[src/rtl/serial_mem_burst_ctrl_pkg.sv]
// Shared types and width helpers for the serial burst memory controller.
// Header and data words are both assumed to span at least two serial chunks.
package serial_mem_burst_ctrl_pkg;

  typedef enum logic [1:0] {
    OP_NOP   = 2'b00,
    OP_WRITE = 2'b01,
    OP_READ  = 2'b10,
    OP_FILL  = 2'b11
  } op_e;

  typedef enum logic [2:0] {
    ST_IDLE,
    ST_WDATA,
    ST_FDATA,
    ST_FILL,
    ST_RDATA
  } state_e;

  function automatic int clog2_min1(input int n);
    return (n > 1) ? $clog2(n) : 1;
  endfunction

  function automatic int hdr_chunks_f(input int addr_bits, input int bank_bits,
                                      input int serial_bits);
    return (2 + 2 * addr_bits + bank_bits + serial_bits - 1) / serial_bits;
  endfunction

endpackage

[src/rtl/serial_mem_burst_ctrl_mem_bank_array.sv]
// NUM_BANKS x 2^ADDR_BITS x DATA_BITS flop memory, one write port and one
// combinational read port; out-of-range banks ignore writes and read as zero.
module mem_bank_array #(
  parameter int ADDR_BITS = 4,
  parameter int DATA_BITS = 8,
  parameter int NUM_BANKS = 2,
  parameter int BANK_BITS = 1
) (
  input  logic                 clk,
  input  logic                 we,
  input  logic [BANK_BITS-1:0] wr_bank,
  input  logic [ADDR_BITS-1:0] wr_addr,
  input  logic [DATA_BITS-1:0] wdata,
  input  logic [BANK_BITS-1:0] rd_bank,
  input  logic [ADDR_BITS-1:0] rd_addr,
  output logic [DATA_BITS-1:0] rdata
);

  localparam logic [BANK_BITS:0] NB = (BANK_BITS + 1)'(NUM_BANKS);

  logic [DATA_BITS-1:0] mem [NUM_BANKS][2**ADDR_BITS];
  logic wr_ok, rd_ok;

  assign wr_ok = ({1'b0, wr_bank} < NB);
  assign rd_ok = ({1'b0, rd_bank} < NB);

  // NOTE: the array has no reset; contents survive rst_n, and leaving reset
  // off keeps it a plain register file rather than thousands of reset flops.
  always_ff @(posedge clk) begin
    if (we && wr_ok) mem[wr_bank][wr_addr] <= wdata;
  end

  always_comb begin
    rdata = '0;
    if (rd_ok) rdata = mem[rd_bank][rd_addr];
  end

endmodule

[src/rtl/serial_mem_burst_ctrl.sv]
// Serial command front end driving a banked flop memory with single-word,
// burst write, burst read and fill operations; addresses wrap within a bank.
module serial_mem_burst_ctrl
  import serial_mem_burst_ctrl_pkg::*;
#(
  parameter int ADDR_BITS   = 4,
  parameter int DATA_BITS   = 8,
  parameter int SERIAL_BITS = 2,
  parameter int NUM_BANKS   = 2
) (
  input  logic                   clk,
  input  logic                   rst_n,
  input  logic                   in_valid,
  input  logic [SERIAL_BITS-1:0] in_data,
  output logic                   in_ready,
  output logic                   out_valid,
  output logic [SERIAL_BITS-1:0] out_data,
  output logic                   busy
);

  localparam int BANK_BITS   = clog2_min1(NUM_BANKS);
  localparam int HDR_CHUNKS  = hdr_chunks_f(ADDR_BITS, BANK_BITS, SERIAL_BITS);
  localparam int HW          = HDR_CHUNKS * SERIAL_BITS;
  localparam int DATA_CHUNKS = DATA_BITS / SERIAL_BITS;
  localparam int HCW         = clog2_min1(HDR_CHUNKS);
  localparam int CCW         = clog2_min1(DATA_CHUNKS);
  localparam logic [HCW-1:0] HDR_LAST   = HCW'(HDR_CHUNKS - 1);
  localparam logic [CCW-1:0] CHUNK_LAST = CCW'(DATA_CHUNKS - 1);

  state_e                  state_q, state_d;
  logic [HW-SERIAL_BITS-1:0] hdr_q, hdr_d;
  logic [HCW-1:0]          hdr_cnt_q, hdr_cnt_d;
  logic [CCW-1:0]          chunk_q, chunk_d;
  logic [ADDR_BITS-1:0]    addr_q, addr_d, cnt_q, cnt_d;
  logic [BANK_BITS-1:0]    bank_q, bank_d;
  logic [DATA_BITS-1:0]    wdata_q, wdata_d, out_sr_q, out_sr_d;
  logic                    out_valid_q, out_valid_d;

  logic                    accept;
  logic [HW-1:0]           hdr_full;
  op_e                     hdr_op;
  logic [ADDR_BITS-1:0]    hdr_addr, hdr_len;
  logic [BANK_BITS-1:0]    hdr_bank;
  logic [DATA_BITS-1:0]    word_full;
  logic                    mem_we;
  logic [DATA_BITS-1:0]    mem_wdata, rd_data;
  logic [ADDR_BITS-1:0]    rd_addr;
  logic [BANK_BITS-1:0]    rd_bank;

  assign in_ready  = (state_q == ST_IDLE) || (state_q == ST_WDATA) || (state_q == ST_FDATA);
  assign accept    = in_valid && in_ready;
  assign busy      = (state_q != ST_IDLE);
  assign out_valid = out_valid_q;
  assign out_data  = out_valid_q ? out_sr_q[SERIAL_BITS-1:0] : '0;

  // The header is decoded from the stored chunks plus the one arriving now,
  // so the next state is known at the edge that accepts the final chunk.
  assign hdr_full  = {in_data, hdr_q};
  assign hdr_op    = op_e'(hdr_full[1:0]);
  assign hdr_addr  = hdr_full[2 +: ADDR_BITS];
  assign hdr_len   = hdr_full[2 + ADDR_BITS +: ADDR_BITS];
  assign hdr_bank  = hdr_full[2 + 2 * ADDR_BITS +: BANK_BITS];
  assign word_full = {in_data, wdata_q[DATA_BITS-1:SERIAL_BITS]};

  assign rd_addr = (state_q == ST_IDLE) ? hdr_addr : addr_q;
  assign rd_bank = (state_q == ST_IDLE) ? hdr_bank : bank_q;

  // NOTE: every value written here gets a default first, so no path can
  // leave a signal unassigned and infer a latch.
  always_comb begin
    state_d     = state_q;
    hdr_d       = hdr_q;
    hdr_cnt_d   = hdr_cnt_q;
    chunk_d     = chunk_q;
    addr_d      = addr_q;
    cnt_d       = cnt_q;
    bank_d      = bank_q;
    wdata_d     = wdata_q;
    out_sr_d    = out_sr_q;
    out_valid_d = out_valid_q;
    mem_we      = 1'b0;
    mem_wdata   = wdata_q;
    case (state_q)
      ST_IDLE: if (accept) begin
        if (hdr_cnt_q == HDR_LAST) begin
          hdr_cnt_d = '0;
          hdr_d     = '0;
          chunk_d   = '0;
          addr_d    = hdr_addr;
          cnt_d     = hdr_len;
          bank_d    = hdr_bank;
          case (hdr_op)
            OP_WRITE: state_d = ST_WDATA;
            OP_FILL:  state_d = ST_FDATA;
            OP_READ: begin
              state_d     = ST_RDATA;
              out_sr_d    = rd_data;
              out_valid_d = 1'b1;
              addr_d      = hdr_addr + ADDR_BITS'(1);
            end
            default:  state_d = ST_IDLE;
          endcase
        end else begin
          hdr_d     = hdr_full[HW-1:SERIAL_BITS];
          hdr_cnt_d = hdr_cnt_q + HCW'(1);
        end
      end
      ST_WDATA, ST_FDATA: if (accept) begin
        wdata_d = word_full;
        if (chunk_q == CHUNK_LAST) begin
          chunk_d = '0;
          if (state_q == ST_FDATA) begin
            state_d = ST_FILL;
          end else begin
            mem_we    = 1'b1;
            mem_wdata = word_full;
            addr_d    = addr_q + ADDR_BITS'(1);
            cnt_d     = cnt_q - ADDR_BITS'(1);
            if (cnt_q == '0) state_d = ST_IDLE;
          end
        end else begin
          chunk_d = chunk_q + CCW'(1);
        end
      end
      ST_FILL: begin
        mem_we = 1'b1;
        addr_d = addr_q + ADDR_BITS'(1);
        cnt_d  = cnt_q - ADDR_BITS'(1);
        if (cnt_q == '0) state_d = ST_IDLE;
      end
      ST_RDATA: begin
        if (chunk_q == CHUNK_LAST) begin
          chunk_d = '0;
          if (cnt_q == '0) begin
            state_d     = ST_IDLE;
            out_valid_d = 1'b0;
            out_sr_d    = '0;
          end else begin
            out_sr_d = rd_data;
            addr_d   = addr_q + ADDR_BITS'(1);
            cnt_d    = cnt_q - ADDR_BITS'(1);
          end
        end else begin
          out_sr_d = out_sr_q >> SERIAL_BITS;
          chunk_d  = chunk_q + CCW'(1);
        end
      end
      default: state_d = ST_IDLE;
    endcase
  end

  // NOTE: state flops use non-blocking assignment so every register samples
  // the pre-edge values, independent of statement order.
  always_ff @(posedge clk) begin
    if (!rst_n) begin
      state_q     <= ST_IDLE;
      hdr_q       <= '0;
      hdr_cnt_q   <= '0;
      chunk_q     <= '0;
      addr_q      <= '0;
      cnt_q       <= '0;
      bank_q      <= '0;
      wdata_q     <= '0;
      out_sr_q    <= '0;
      out_valid_q <= 1'b0;
    end else begin
      state_q     <= state_d;
      hdr_q       <= hdr_d;
      hdr_cnt_q   <= hdr_cnt_d;
      chunk_q     <= chunk_d;
      addr_q      <= addr_d;
      cnt_q       <= cnt_d;
      bank_q      <= bank_d;
      wdata_q     <= wdata_d;
      out_sr_q    <= out_sr_d;
      out_valid_q <= out_valid_d;
    end
  end

  // A reset landing on the last data chunk must not commit the word.
  mem_bank_array #(
    .ADDR_BITS(ADDR_BITS),
    .DATA_BITS(DATA_BITS),
    .NUM_BANKS(NUM_BANKS),
    .BANK_BITS(BANK_BITS)
  ) u_mem (
    .clk     (clk),
    .we      (mem_we && rst_n),
    .wr_bank (bank_q),
    .wr_addr (addr_q),
    .wdata   (mem_wdata),
    .rd_bank (rd_bank),
    .rd_addr (rd_addr),
    .rdata   (rd_data)
  );

endmodule

[config.mk]
export PLATFORM = sky130hd
export DESIGN_NAME = serial_mem_burst_ctrl
export DESIGN_NICKNAME = d
export VERILOG_FILES = /design/src/rtl/serial_mem_burst_ctrl_pkg.sv /design/src/rtl/serial_mem_burst_ctrl_mem_bank_array.sv /design/src/rtl/serial_mem_burst_ctrl.sv
export SDC_FILE = /design/constraint.sdc
export NUM_CORES = 1
export LEC_CHECK = 0
export ABC_AREA = 1
export CORE_UTILIZATION = 33
export CTS_CLUSTER_DIAMETER = 100
export CTS_CLUSTER_SIZE = 20
export DETAILED_ROUTE_END_ITERATION = 8
export PLACE_DENSITY = 0.52
export SLEW_MARGIN = 30
export SYNTH_ARGS = -nofsm -noshare
export SYNTH_HDL_FRONTEND = slang
export SYNTH_SLANG_ARGS = --single-unit
[constraint.sdc]
create_clock -name clk -period 5.45 [get_ports clk]
set_input_delay 1.635 -clock clk [delete_from_list [all_inputs] [get_ports clk]]
set_output_delay 1.635 -clock clk [all_outputs]
set_load 0.03 [all_outputs]
==> results.toml <==
[status]
status = "completed"

[logic_synthesis]
async_flop_share_pct = 0
ys.flop_type = "edfxtp_1"
synthCells = 1463
ys_seq_area_share_pct = 62.5
synth-warning-count = 0
ys_types = 43
yosys.area.top_type = "edfxtp_1"
syn_area_per_cell_sq_um = 9.38
yosys.cell_count.top_type = "nand2_1"
synthTopCellsByCount = "nand2_1, edfxtp_1, inv_1, nand3_1, nor2_1"
syn-cell-area_sq_um = 13700
syn_nets = 1475
ys_ff_latch = 300
synth_edf_count = 256
synth.top_cell.area_share_pct = 56.0
synth_area_leaders = "edfxtp_1, nand2_1, nand3_1"

[critical_path]
worst_ep_arrival_time_ps = 4310
r2r_cells = 12
cp-end-kind = "flip-flop"
reg2reg_from = "state_q[0]"
crit_path_max_fanout = 17
cp.required_ps = 5600
crit_type = "in -> reg"
critPathLaunchType = "primary input"
rrSetupSlack_ps = 2010
r2r-end = "u_mem.mem[1][106]"

[clock_network]
clkTransAtPathRegs_ps = 80
root_buffer = "clkbuf_16"
cts-htree-levels = 1
cts_tree = "yes"
cts_hold_buf = 0
clockBufferDepth = 3
cts_setup_buffers = 0
cts_buffers = 18
clock-sinks = 300
clk_latency_ps = 520
cts_resized = 0

[detailed_routing]
vias_per_cell = 4.80
drt-total-wl_um = 35100
antenna_left = 0
first_pass_iters = 4
drt-initial-drc-count = 790
vias = 9523
drcViolationCount = 0
wire_per_inst_um = 17.7

[global_route]
grt_pass1_vias = 9256
grt_start_max_net_pins = 76
overflow = 0
grt_pass1_wl_um = 54300
antenna_found_initial = 0
gr-usage-all-layers_pct = 17.0

[hold_path]
min_from = "out_sr_q[6]"
hold_class = "reg -> reg"
holdPathStages = 2
hold-path-endpoint = "out_sr_q[6]"

[pwr]
ir_worst_vdd_mv = 0.296
power.leakage_nw = 6.13
power_density_nw_per_um2 = 440

[timing]
finClkSkew_ps = 19.7
fin_tns_setup_ps = 0
hold_violations = 0
fin_crit_sh_pct = 76.4
period_minus_slack_ps = 4170
setup_violations = 0
whs_ps = 468
tightestPinTransition_ps = 963
slew_headroom_pct = 35.4
fmax_ghz = 0.240
grt_setup_unrepaired = "false"
maxSlewViolCount = 0

[finish]
syn2layout_area_growth_pct = 8.29
nNetsFinal = 1461
n_antenna_cell = 0
nFillCells = 4184
drive_gt1_share_pct = 5.78

[floorplan]
initial_utilization_pct = 33.5
rows = 74
num_io_pins = 10
core_sq_um = 40900
die_h_um = 206
chipWidth_um = 206
dieArea_sq_um = 42400

[place]
gp_congestion = 0.822
numPortBuffers = 9
hpwl_um = 21500

[job]
cap_violations = 0
[how the worst max path moves through the flow]
stage                     startpoint           endpoint  slack [ps]  depth (start not counted)
final                       in_valid  u_mem.mem[1][106]        1280                          9
after global routing        in_valid   u_mem.mem[0][75]        1090                          9
after CTS                   in_valid   u_mem.mem[0][61]        1310                          9
after floorplan             in_valid    u_mem.mem[0][0]        1480                          5
after detailed placement    in_valid   u_mem.mem[0][61]         760                          9
after global placement      in_valid   u_mem.mem[1][27]         820                          9
[power by group]
part,total (mW),internal [mW],switching [mW]
registers,2.75,2.68,0.0754
clock network,1.37,0.638,0.732
logic,2.41,0.648,1.76
total,6.53,3.96,2.57
[sequential cells by signal, summed over array words and instances, names as in the netlist]
name	count
u_mem.mem	256
hdr_q	10
out_sr_q	8
wdata_q	8
addr_q	4
cnt_q	4
hdr_cnt_q	3
state_q	3
chunk_q	2
bank_q	1
out_valid	1
[cell usage in the layout (no fill, tap or decap), types with 8 or more instances in the layout]
cell | netlist | final
nand2_1 | 431 | 430
edfxtp_1 | 256 | 256
inv_1 | 235 | 235
nand3_1 | 221 | 221
nor2_1 | 72 | 72
dfxtp_1 | 44 | 44
a21oi_1 | 34 | 33
o21ai_0 | 28 | 21
buf_4 | 3 | 21
clkbuf_16 | 0 | 19
clkdlybuf4s50_1 | 0 | 9
o21ai_2 | 1 | 8
[layer usage]
metal | up-vias | wire [um] | track usage (%)
met3 | 41 | 1640 | 1.78
met1 | 4617 | 16600 | 24.1
met2 | 183 | 16300 | 27.9
met5 | - | 0 | 0
met4 | 0 | 627 | 3.70
li1 | 4682 | - | -
[layout make-up]
class | instances | area (sq um) | area share [%]
Tap cell | 532 | 666 | 4.48
Multi-Input combinational cell | 854 | 3940 | 26.5
Sequential cell | 300 | 8570 | 57.7
Clock buffer | 25 | 498 | 3.35
Inverter | 244 | 918 | 6.18
Timing Repair Buffer | 31 | 268 | 1.80
[critical path, stage by stage]
cell	delay, ps
clkdlybuf4s50_1	480
inv_1	110
nor2_4	340
nand3_4	300
o21ai_2	140
nand2_2	110
nor2_2	410
nand2_1	180
nor2_1	600
[per-stage QoR]
stage | utilization (%) | worst slack [ps] | area, sq um | total power, mW | std cells
floorplan | - | 1480 | 13700 | 4.46 | 1463
global placement | 35.1 | 817 | 14400 | 5.23 | 1961
detailed placement | 35.1 | 757 | 14400 | 5.22 | 1961
CTS | 36.3 | 1310 | 14900 | 6.58 | 1986
global route | 36.3 | 1090 | 14900 | 6.94 | 1986
finish | 36.3 | 1280 | 14900 | 6.53 | 1986
[cells by family (layout without fill, tap and decap cells)]
logic type	Yosys count	count (layout)	share of synthesized area, %
flops	300	300	62.5
buf+inv	309	300	9.20
xor+xnor	4	4	0.255
simple gates	753	753	23.6
fa+ha+maj	7	7	0.638
compound gates	90	90	3.81
Power figures use the tool's default switching activity.
